`src/rtl/input_conditioner.sv`:
```
// rtl/input_conditioner.sv - multi-channel synchronizer, debouncer, edge, long-press and auto-repeat conditioner
//
// Ports:
//   clk         system clock
//   rst         asynchronous active-high reset
//   async_in    [WIDTH] raw asynchronous inputs, active-high
//   level       [WIDTH] debounced level per channel
//   press       [WIDTH] 1-cycle pulse on debounced rise or auto-repeat tick
//   released    [WIDTH] 1-cycle pulse on debounced fall
//   long_press  [WIDTH] 1-cycle pulse once a press has lasted HOLD_SAMPLES ticks
//   repeating   [WIDTH] high while the channel is held with auto-repeat enabled
module input_conditioner #(
  parameter int               WIDTH          = 7,
  parameter int               SYNC_STAGES    = 2,
  parameter int               SAMPLE_PERIOD  = 25000,
  parameter int               SAT_MAX        = 150,
  parameter int               HOLD_SAMPLES   = 40,
  parameter int               REPEAT_SAMPLES = 10,
  parameter logic [WIDTH-1:0] REPEAT_MASK    = {WIDTH{1'b0}}
) (
  input  logic             clk,
  input  logic             rst,
  input  logic [WIDTH-1:0] async_in,
  output logic [WIDTH-1:0] level,
  output logic [WIDTH-1:0] press,
  output logic [WIDTH-1:0] released,
  output logic [WIDTH-1:0] long_press,
  output logic [WIDTH-1:0] repeating
);

  localparam int TW = $clog2(SAMPLE_PERIOD);
  localparam int SW = $clog2(SAT_MAX + 1);
  localparam int HW = $clog2(HOLD_SAMPLES + 1);
  localparam int RW = $clog2(REPEAT_SAMPLES + 1);

  localparam logic [TW-1:0] TICK_LAST = TW'(SAMPLE_PERIOD - 1);
  localparam logic [SW-1:0] SAT_TOP   = SW'(SAT_MAX);
  localparam logic [HW-1:0] HOLD_LAST = HW'(HOLD_SAMPLES - 1);
  localparam logic [RW-1:0] REP_LAST  = RW'(REPEAT_SAMPLES - 1);

  typedef enum logic [1:0] {IDLE, PRESSED, HELD} state_t;

  // Shared sample-tick generator; first tick lands SAMPLE_PERIOD cycles after reset.
  logic [TW-1:0] tick_cnt;
  logic          tick;

  assign tick = (tick_cnt == TICK_LAST);

  always_ff @(posedge clk or posedge rst) begin
    if (rst)       tick_cnt <= '0;
    else if (tick) tick_cnt <= '0;
    else           tick_cnt <= tick_cnt + 1'b1;
  end

  // Synchronizer chain, all channels side by side.
  logic [WIDTH-1:0] sync_q [SYNC_STAGES];
  logic [WIDTH-1:0] s;

  assign s = sync_q[SYNC_STAGES-1];

  always_ff @(posedge clk or posedge rst) begin
    if (rst) begin
      for (int k = 0; k < SYNC_STAGES; k++) sync_q[k] <= '0;
    end else begin
      sync_q[0] <= async_in;
      for (int k = 1; k < SYNC_STAGES; k++) sync_q[k] <= sync_q[k-1];
    end
  end

  for (genvar i = 0; i < WIDTH; i++) begin : g_ch
    logic [SW-1:0] sat;
    logic          prev;
    logic          rise, fall;
    state_t        state, state_d;
    logic [HW-1:0] hc, hc_d;
    logic [RW-1:0] rc, rc_d;
    logic          hold_hit, rep_hit;
    logic          press_q, release_q, long_q;

    // A single low sample clears the count, so only an unbroken run of highs saturates.
    always_ff @(posedge clk or posedge rst) begin
      if (rst) begin
        sat <= '0;
      end else if (tick) begin
        if (!s[i])              sat <= '0;
        else if (sat != SAT_TOP) sat <= sat + 1'b1;
      end
    end

    assign level[i] = (sat == SAT_TOP);
    assign rise     = level[i] & ~prev;
    assign fall     = ~level[i] & prev;

    // A fall overrides any threshold in the same cycle.
    always_comb begin
      state_d  = state;
      hc_d     = hc;
      rc_d     = rc;
      hold_hit = 1'b0;
      rep_hit  = 1'b0;
      if (fall) begin
        state_d = IDLE;
        hc_d    = '0;
        rc_d    = '0;
      end else begin
        case (state)
          IDLE: begin
            if (rise) begin
              state_d = PRESSED;
              hc_d    = '0;
            end
          end
          PRESSED: begin
            if (tick) begin
              if (hc == HOLD_LAST) begin
                hold_hit = 1'b1;
                state_d  = HELD;
                rc_d     = '0;
              end else begin
                hc_d = hc + 1'b1;
              end
            end
          end
          HELD: begin
            if (REPEAT_MASK[i] && tick) begin
              if (rc == REP_LAST) begin
                rep_hit = 1'b1;
                rc_d    = '0;
              end else begin
                rc_d = rc + 1'b1;
              end
            end
          end
          default: state_d = IDLE;
        endcase
      end
    end

    always_ff @(posedge clk or posedge rst) begin
      if (rst) begin
        state     <= IDLE;
        hc        <= '0;
        rc        <= '0;
        prev      <= 1'b0;
        press_q   <= 1'b0;
        release_q <= 1'b0;
        long_q    <= 1'b0;
      end else begin
        state     <= state_d;
        hc        <= hc_d;
        rc        <= rc_d;
        prev      <= level[i];
        press_q   <= rise | rep_hit;
        release_q <= fall;
        long_q    <= hold_hit;
      end
    end

    assign press[i]      = press_q;
    assign released[i]   = release_q;
    assign long_press[i] = long_q;
    assign repeating[i]  = (state == HELD) & REPEAT_MASK[i];
  end

endmodule
```
`config.mk`:
```
export PLATFORM = sky130hd
export DESIGN_NAME = input_conditioner
export DESIGN_NICKNAME = d
export VERILOG_FILES = /design/src/rtl/input_conditioner.sv
export SDC_FILE = /design/constraint.sdc
export NUM_CORES = 1
export LEC_CHECK = 0
export BUFFER_PORTS_ARGS = -buffer_cell sky130_fd_sc_hd__clkbuf_2
export CAP_MARGIN = 5
export CELL_PAD_IN_SITES_DETAIL_PLACEMENT = 1
export CELL_PAD_IN_SITES_GLOBAL_PLACEMENT = 1
export CORE_MARGIN = 4
export CORE_UTILIZATION = 25
export CTS_CLUSTER_DIAMETER = 200
export DETAILED_ROUTE_END_ITERATION = 8
export GPL_TIMING_DRIVEN = 0
export HOLD_SLACK_MARGIN = 0.06
export PLACE_DENSITY_LB_ADDON = 0.05
export SYNTH_ARGS = -nofsm -noshare
export SYNTH_HDL_FRONTEND = slang
export SYNTH_SLANG_ARGS = --single-unit
```
`constraint.sdc`:
```
create_clock -name clk -period 7.83 [get_ports clk]
set_clock_uncertainty 0.15 [all_clocks]
set_input_delay 0.783 -clock clk [delete_from_list [all_inputs] [get_ports clk]]
set_output_delay 0.783 -clock clk [all_outputs]
set_load 0.05 [all_outputs]
```
==> results of run 1 <==
==> power breakdown <==
group	internal, mW	total, mW	switching, mW
clock network	0.519	0.891	0.372
logic	0.00861	0.0424	0.0338
registers	0.876	0.877	0.00101
==> sequential cells by signal, summed over array words and instances (netlist names) <==
register / flops
g_ch.sat: 56
g_ch.hc: 42
tick_cnt: 15
g_ch.state: 14
g_ch.long_q: 7
g_ch.press_q: 7
g_ch.prev: 7
g_ch.release_q: 7
s: 7
sync_q: 7
==> routing by layer <==
metal,vias up,share of wire [%],track usage (%),routed length (um)
met2,42,45,21.1,10600
met5,-,0,0,0
met3,14,1.9,2.72,448
met1,3317,52,19.1,12100
met4,0,0.87,2.70,204
li1,3294,-,-,-
==> worst paths after layout <==
path | start | to | slack, ns | depth (start not counted)
max in group asynchronous | rst | g_ch[3].hc[0] | 6.37 | 3
min | sync_q[13] | s[6] | 0.20 | 0
min in group asynchronous | rst | g_ch[6].hc[1] | 0.22 | 2
max | g_ch[1].sat[0] | g_ch[1].hc[5] | 4.14 | 11
max reg2reg | g_ch[1].sat[0] | g_ch[1].hc[5] | 4.14 | 11
min reg2reg | sync_q[13] | s[6] | 0.20 | 0
==> cell families after synthesis <==
kind of cell	after synthesis	synth area share, %
AND/OR/NAND/NOR	356	20.7
AO/OA/AOI/OAI	214	15.6
flip-flops	169	49.3
buffers and inverters	93	5.49
adder cells (fa/ha/maj)	43	6.27
multiplexers	12	1.47
XOR/XNOR	11	1.12
other	1	0.0437
==> synth_stat cells (7+ instances only) <==
cell / n / area (um2)
nor2b_1: 18 / 113
and3_1: 16 / 100
clkbuf_1: 16 / 60.1
buf_4: 30 / 225
o31ai_1: 29 / 218
dfrtp_1: 169 / 4230
nand4_1: 18 / 113
a31oi_1: 10 / 62.6
nand3_1: 54 / 270
inv_1: 39 / 146
mux2i_1: 7 / 70.1
a21o_1: 14 / 105
a22o_1: 8 / 70.1
nor4_1: 8 / 50.1
nor3_1: 14 / 70.1
nor2_1: 60 / 225
xor2_1: 7 / 61.3
or2_2: 8 / 50.1
ha_1: 43 / 538
nand2b_1: 8 / 50.1
nand2_1: 117 / 439
a21oi_1: 28 / 140
o21ai_0: 92 / 460
==> critical path: cells and delay by family (launching register included) <==
| family | cells | cell delay [ns] |
|---|---|---|
| simple gates | 7 | 2.29 |
| flops | 1 | 0.42 |
| fa+ha+maj | 2 | 0.46 |
| buf+inv | 2 | 0.32 |
==> per-stage QoR <==
step | util [%] | hold slack [ns]
2_1_floorplan | - | 0.181
3_3_place_gp | 27.7 | 0.184
3_5_place_dp | 27.8 | 0.186
4_1_cts | 29.6 | 0.201
5_1_grt | 29.6 | 0.216
6_report | 29.6 | 0.198
==> layout make-up <==
| class | instances | area share [%] |
|---|---|---|
| multi-input combinational | 643 | 39.0 |
| clock buffer | 21 | 4.61 |
| sequential | 169 | 42.3 |
| timing repair buffer | 39 | 2.18 |
| tap | 448 | 5.61 |
| clock inverter | 11 | 1.47 |
| inverter | 39 | 1.54 |
| buffer | 54 | 3.24 |
==> impl_metrics.json, run 1 <==
{
  "status": "complete, no violations",
  "hold_violations": 0,
  "crit_path_start_kind": "register",
  "antenna_found_initial": 0,
  "setup_ws_ns": 4.14,
  "drv_slew": 0,
  "post_cts_buffers": 0,
  "die_h_um": 193,
  "wl_per_cell_um": 16.4,
  "grt_max_degree": 117,
  "multi_input_area_um2": 3900,
  "wl_um": 23300,
  "place_congestion": 0.726,
  "end_kind": "register",
  "ys_dominant_reg_cell": "dfrtp_1",
  "worstSetupPathType": "register to register",
  "h-tree-depth": 4,
  "die_x_um": 193,
  "maxSlewHeadroom_pct": 27.9,
  "yosysSeqAreaShare_pct": 49.3,
  "fin_total_pwr_mw": 1.81,
  "async_reset_ff_share_pct": 100,
  "synth_seq_cells": 169,
  "path_cells": "inv_1, ha_1, nand2_1, nor4_1, inv_1, ha_1, nor2b_1, nor2b_1, nand3_1, or3_1, nand3_1",
  "grt_pass1_wl_um": 39200,
  "fin_area_um2": 9990,
  "worstPathRequired_ns": 8.05,
  "syn2layout_area_growth_pct": 16.5,
  "place_area_um2": 9380,
  "worstPathMaxFanout": 7,
  "synthesis.area_um2": 8570,
  "setup_viol": 0,
  "dr.pass1.iters": 6,
  "clk_latency_ns": 0.44,
  "nNetsFinal": 1015,
  "powerDensity_nw_per_um2": 181,
  "cts.sinks": 169,
  "avgSynthCellArea_um2": 9.54,
  "start_util_pct": 25.4,
  "rows": 67,
  "cts_resized": 0,
  "dp_hpwl_um": 15500,
  "seq_area_um2": 4230,
  "syn_inst": 899,
  "power_leakage_nw": 4.34,
  "cts_root_buf": "clkbuf_16",
  "worst_pin_slew_ns": 1.08,
  "critPathMaxStageDelay_ns": 0.86,
  "yosysWarnings": 0,
  "clk_pin_slew_ns": 0.07,
  "grt_pass1_vias": 7008,
  "grt_use_total_pct": 13.4,
  "setup_tns_ns": 0,
  "slowest_stage": "nor4_1",
  "synth-edff-count": 0,
  "vias": 6667,
  "final_cell_mix": "dfrtp_1, nand2_1, o21ai_0",
  "cp.arrival_ns": 3.91,
  "drt-vias-per-instance": 4.68,
  "drc": 0,
  "place_inst": 1391,
  "numCtsBuffers": 17,
  "layout_min_cycle_time_ns": 3.69,
  "fin_crit_sh_pct": 47.1,
  "drive_above_1_share_pct": 12.8,
  "ir_worst_vdd_mv": 0.148,
  "layout_commonest_cell": "dfrtp_1",
  "cts_hold_buf": 0,
  "antennaDiodeCount": 0,
  "instances_no_fill": 1424,
  "io_pins": 44,
  "ys_types": 52,
  "maxCapViolCount": 0,
  "clk_path_buf_depth": 2,
  "ant_nets": 0,
  "pre_cts_slack_ns": 4.05,
  "drt_iter0_markers": 198,
  "cts_tree": "built",
  "io_buffer_count": 36,
  "clock.fmax_mhz": 271,
  "rsz0062_at_grt": "false",
  "hold_class": "register to register",
  "n_fill_cell": 3891,
  "overflow": 0,
  "dieArea_um2": 37300,
  "coreArea_um2": 33700
}
Note: power is estimated with default switching activity, not from simulation.
==> run 2: changes to the inputs <==
- clock period: 7.83 -> 3 ns (I/O delays scaled with it)
==> impl_metrics.json, run 2 (same netlist as run 1, synthesis figures left out) <==
{
  "dp_hpwl_um": 15900,
  "end_kind": "register",
  "pwr-share-comb_pct": 2.7,
  "antenna_found_initial": 0,
  "wl_um": 23700,
  "drive_above_1_share_pct": 15.7,
  "cp.arrival_ns": 3.04,
  "die_x_um": 193,
  "place_area_um2": 9530,
  "ant_nets": 0,
  "grt_pass1_vias": 7130,
  "maxCapViolCount": 0,
  "instances_no_fill": 1448,
  "fin_total_pwr_mw": 4.78,
  "setup_viol": 0,
  "worstPathMaxFanout": 10,
  "top_register": "g_ch.sat",
  "switchingPower_mw": 1.04,
  "start_util_pct": 25.4,
  "cts_root_buf": "clkbuf_16",
  "multi_input_area_um2": 4050,
  "io_buffer_count": 36,
  "drv_slew": 0,
  "clk_pin_slew_ns": 0.07,
  "clk_path_buf_depth": 2,
  "drt_iter0_markers": 269,
  "place_inst": 1394,
  "timing.rr.start": "g_ch[5].sat[6]",
  "drt-vias-per-instance": 4.68,
  "maxSlewHeadroom_pct": 35.2,
  "largestRegisters": "g_ch.sat x56, g_ch.hc x42, tick_cnt x15",
  "io_pins": 44,
  "dieArea_um2": 37300,
  "fin_area_um2": 10400,
  "drc": 0,
  "n_fill_cell": 3854,
  "worstHoldEndpoint": "s[4]",
  "internal-power_mw": 3.74,
  "p_seq_share_pct": 47.9,
  "pwr-share-clk_pct": 49.4,
  "holdPathStages": 0,
  "hold_violations": 0,
  "nNetsFinal": 1040,
  "crit_path_start_kind": "register",
  "layout_min_cycle_time_ns": 2.82,
  "grt_use_total_pct": 13.4,
  "seq_area_um2": 4230,
  "reg2reg_to": "g_ch[5].hc[5]",
  "grt_max_degree": 39,
  "layout_commonest_cell": "dfrtp_1",
  "clk_latency_ns": 0.44,
  "r2r_setup_slack_ns": 0.18,
  "sw_frac_of_total_pct": 21.8,
  "hold_class": "register to register",
  "worstSetupPathType": "register to register",
  "overflow": 0,
  "rows": 67,
  "cts.sinks": 169,
  "numCtsBuffers": 17,
  "worstPathRequired_ns": 3.22,
  "fin_crit_sh_pct": 94.0,
  "cts_tree": "built",
  "coreArea_um2": 33700,
  "final_cell_mix": "dfrtp_1, nand2_1, o21ai_0",
  "place_congestion": 0.710,
  "h-tree-depth": 4,
  "syn2layout_area_growth_pct": 21.3,
  "dr.pass1.iters": 4,
  "powerDensity_nw_per_um2": 460,
  "worst_pin_slew_ns": 0.972,
  "wl_per_cell_um": 16.3,
  "largest_register_ffs": 56,
  "die_h_um": 193,
  "clock.fmax_mhz": 355,
  "status": "complete, no violations",
  "post-route-util_pct": 30.9,
  "vias": 6779,
  "grt_pass1_wl_um": 39400,
  "antennaDiodeCount": 0,
  "power_leakage_nw": 4.49,
  "min_from": "sync_q[11]",
  "ir_worst_vdd_mv": 0.384,
  "reg2regPathDepth": 10
}
-- run 2: worst max-delay path by stage --
stage / from / endpoint / slack (ns) / cells after the start
final: g_ch[5].sat[6] / g_ch[5].hc[5] / 0.18 / 10
after global routing: g_ch[0].sat[0] / g_ch[0].hc[5] / -0.02 / 12
after CTS: g_ch[2].sat[0] / g_ch[2].hc[3] / 0.01 / 10
after detailed placement: tick_cnt[0] / g_ch[6].sat[3] / -0.54 / 7
after global placement: rst / sync_q[10] / -1.16 / 2
after floorplan: g_ch[1].sat[3] / g_ch[1].hc[2] / 0.003 / 9
-- run 2: repair_timing --
| action | in CTS | in global routing |
|---|---|---|
| pin swaps | 3 | 5 |
| setup endpoints to repair | 38 | 30 |
| buffers inserted | 2 | 13 |
| hold buffers | 8 | 0 |
| endpoints found under the hold margin | 34 | 0 |
| gates resized for setup | 8 | 10 |
-- run 2: per-stage QoR --
stage / hold slack (ns) / TNS, ns / setup slack (ns)
5_1_grt: 0.203 / -0.0292 / -0.0153
2_1_floorplan: 0.181 / 0 / 0.00310
4_1_cts: 0.202 / 0 / 0.0101
6_report: 0.198 / 0 / 0.181
3_3_place_gp: 0.184 / -198.91 / -1.16
3_5_place_dp: 0.186 / -8.07 / -0.543
-- run 2: power groups by stage --
stage	combinational [mW]	sequential (mW)	clock (mW)
final	0.130	2.29	2.36
after detailed placement	0.129	2.33	0
after CTS	0.137	2.29	2.47
after floorplan	0.0797	2.33	0
after global placement	0.113	2.34	0
after global routing	0.150	2.29	2.56
-- run 2: cell type report --
cell class | instances | area share (%)
clock buffer | 23 | 4.40
tap | 448 | 5.39
sequential | 169 | 40.7
clock inverter | 8 | 1.40
multi-input combinational | 643 | 38.9
buffer | 54 | 3.20
inverter | 39 | 1.44
timing repair buffer | 64 | 4.55
-- run 2: worst max-delay path, cell delays in order (launching register included) --
cell and delay [ns]:
dfrtp_1 0.42, nor4bb_1 0.28, and4_1 0.23, buf_4 0.16, inv_1 0.07, ha_1 0.28
nor2b_1 0.18, a211oi_2 0.27, a31oi_4 0.10, or4_1 0.52, nand3_1 0.09
-- run 2: layer usage --
layer | vias up | track usage, % | part of all wire (%)
li1 | 3339 | - | -
met1 | 3369 | 19.1 | 51
met2 | 51 | 20.8 | 45
met3 | 20 | 2.77 | 2.2
met4 | 0 | 3.73 | 1.3
met5 | - | 0 | 0
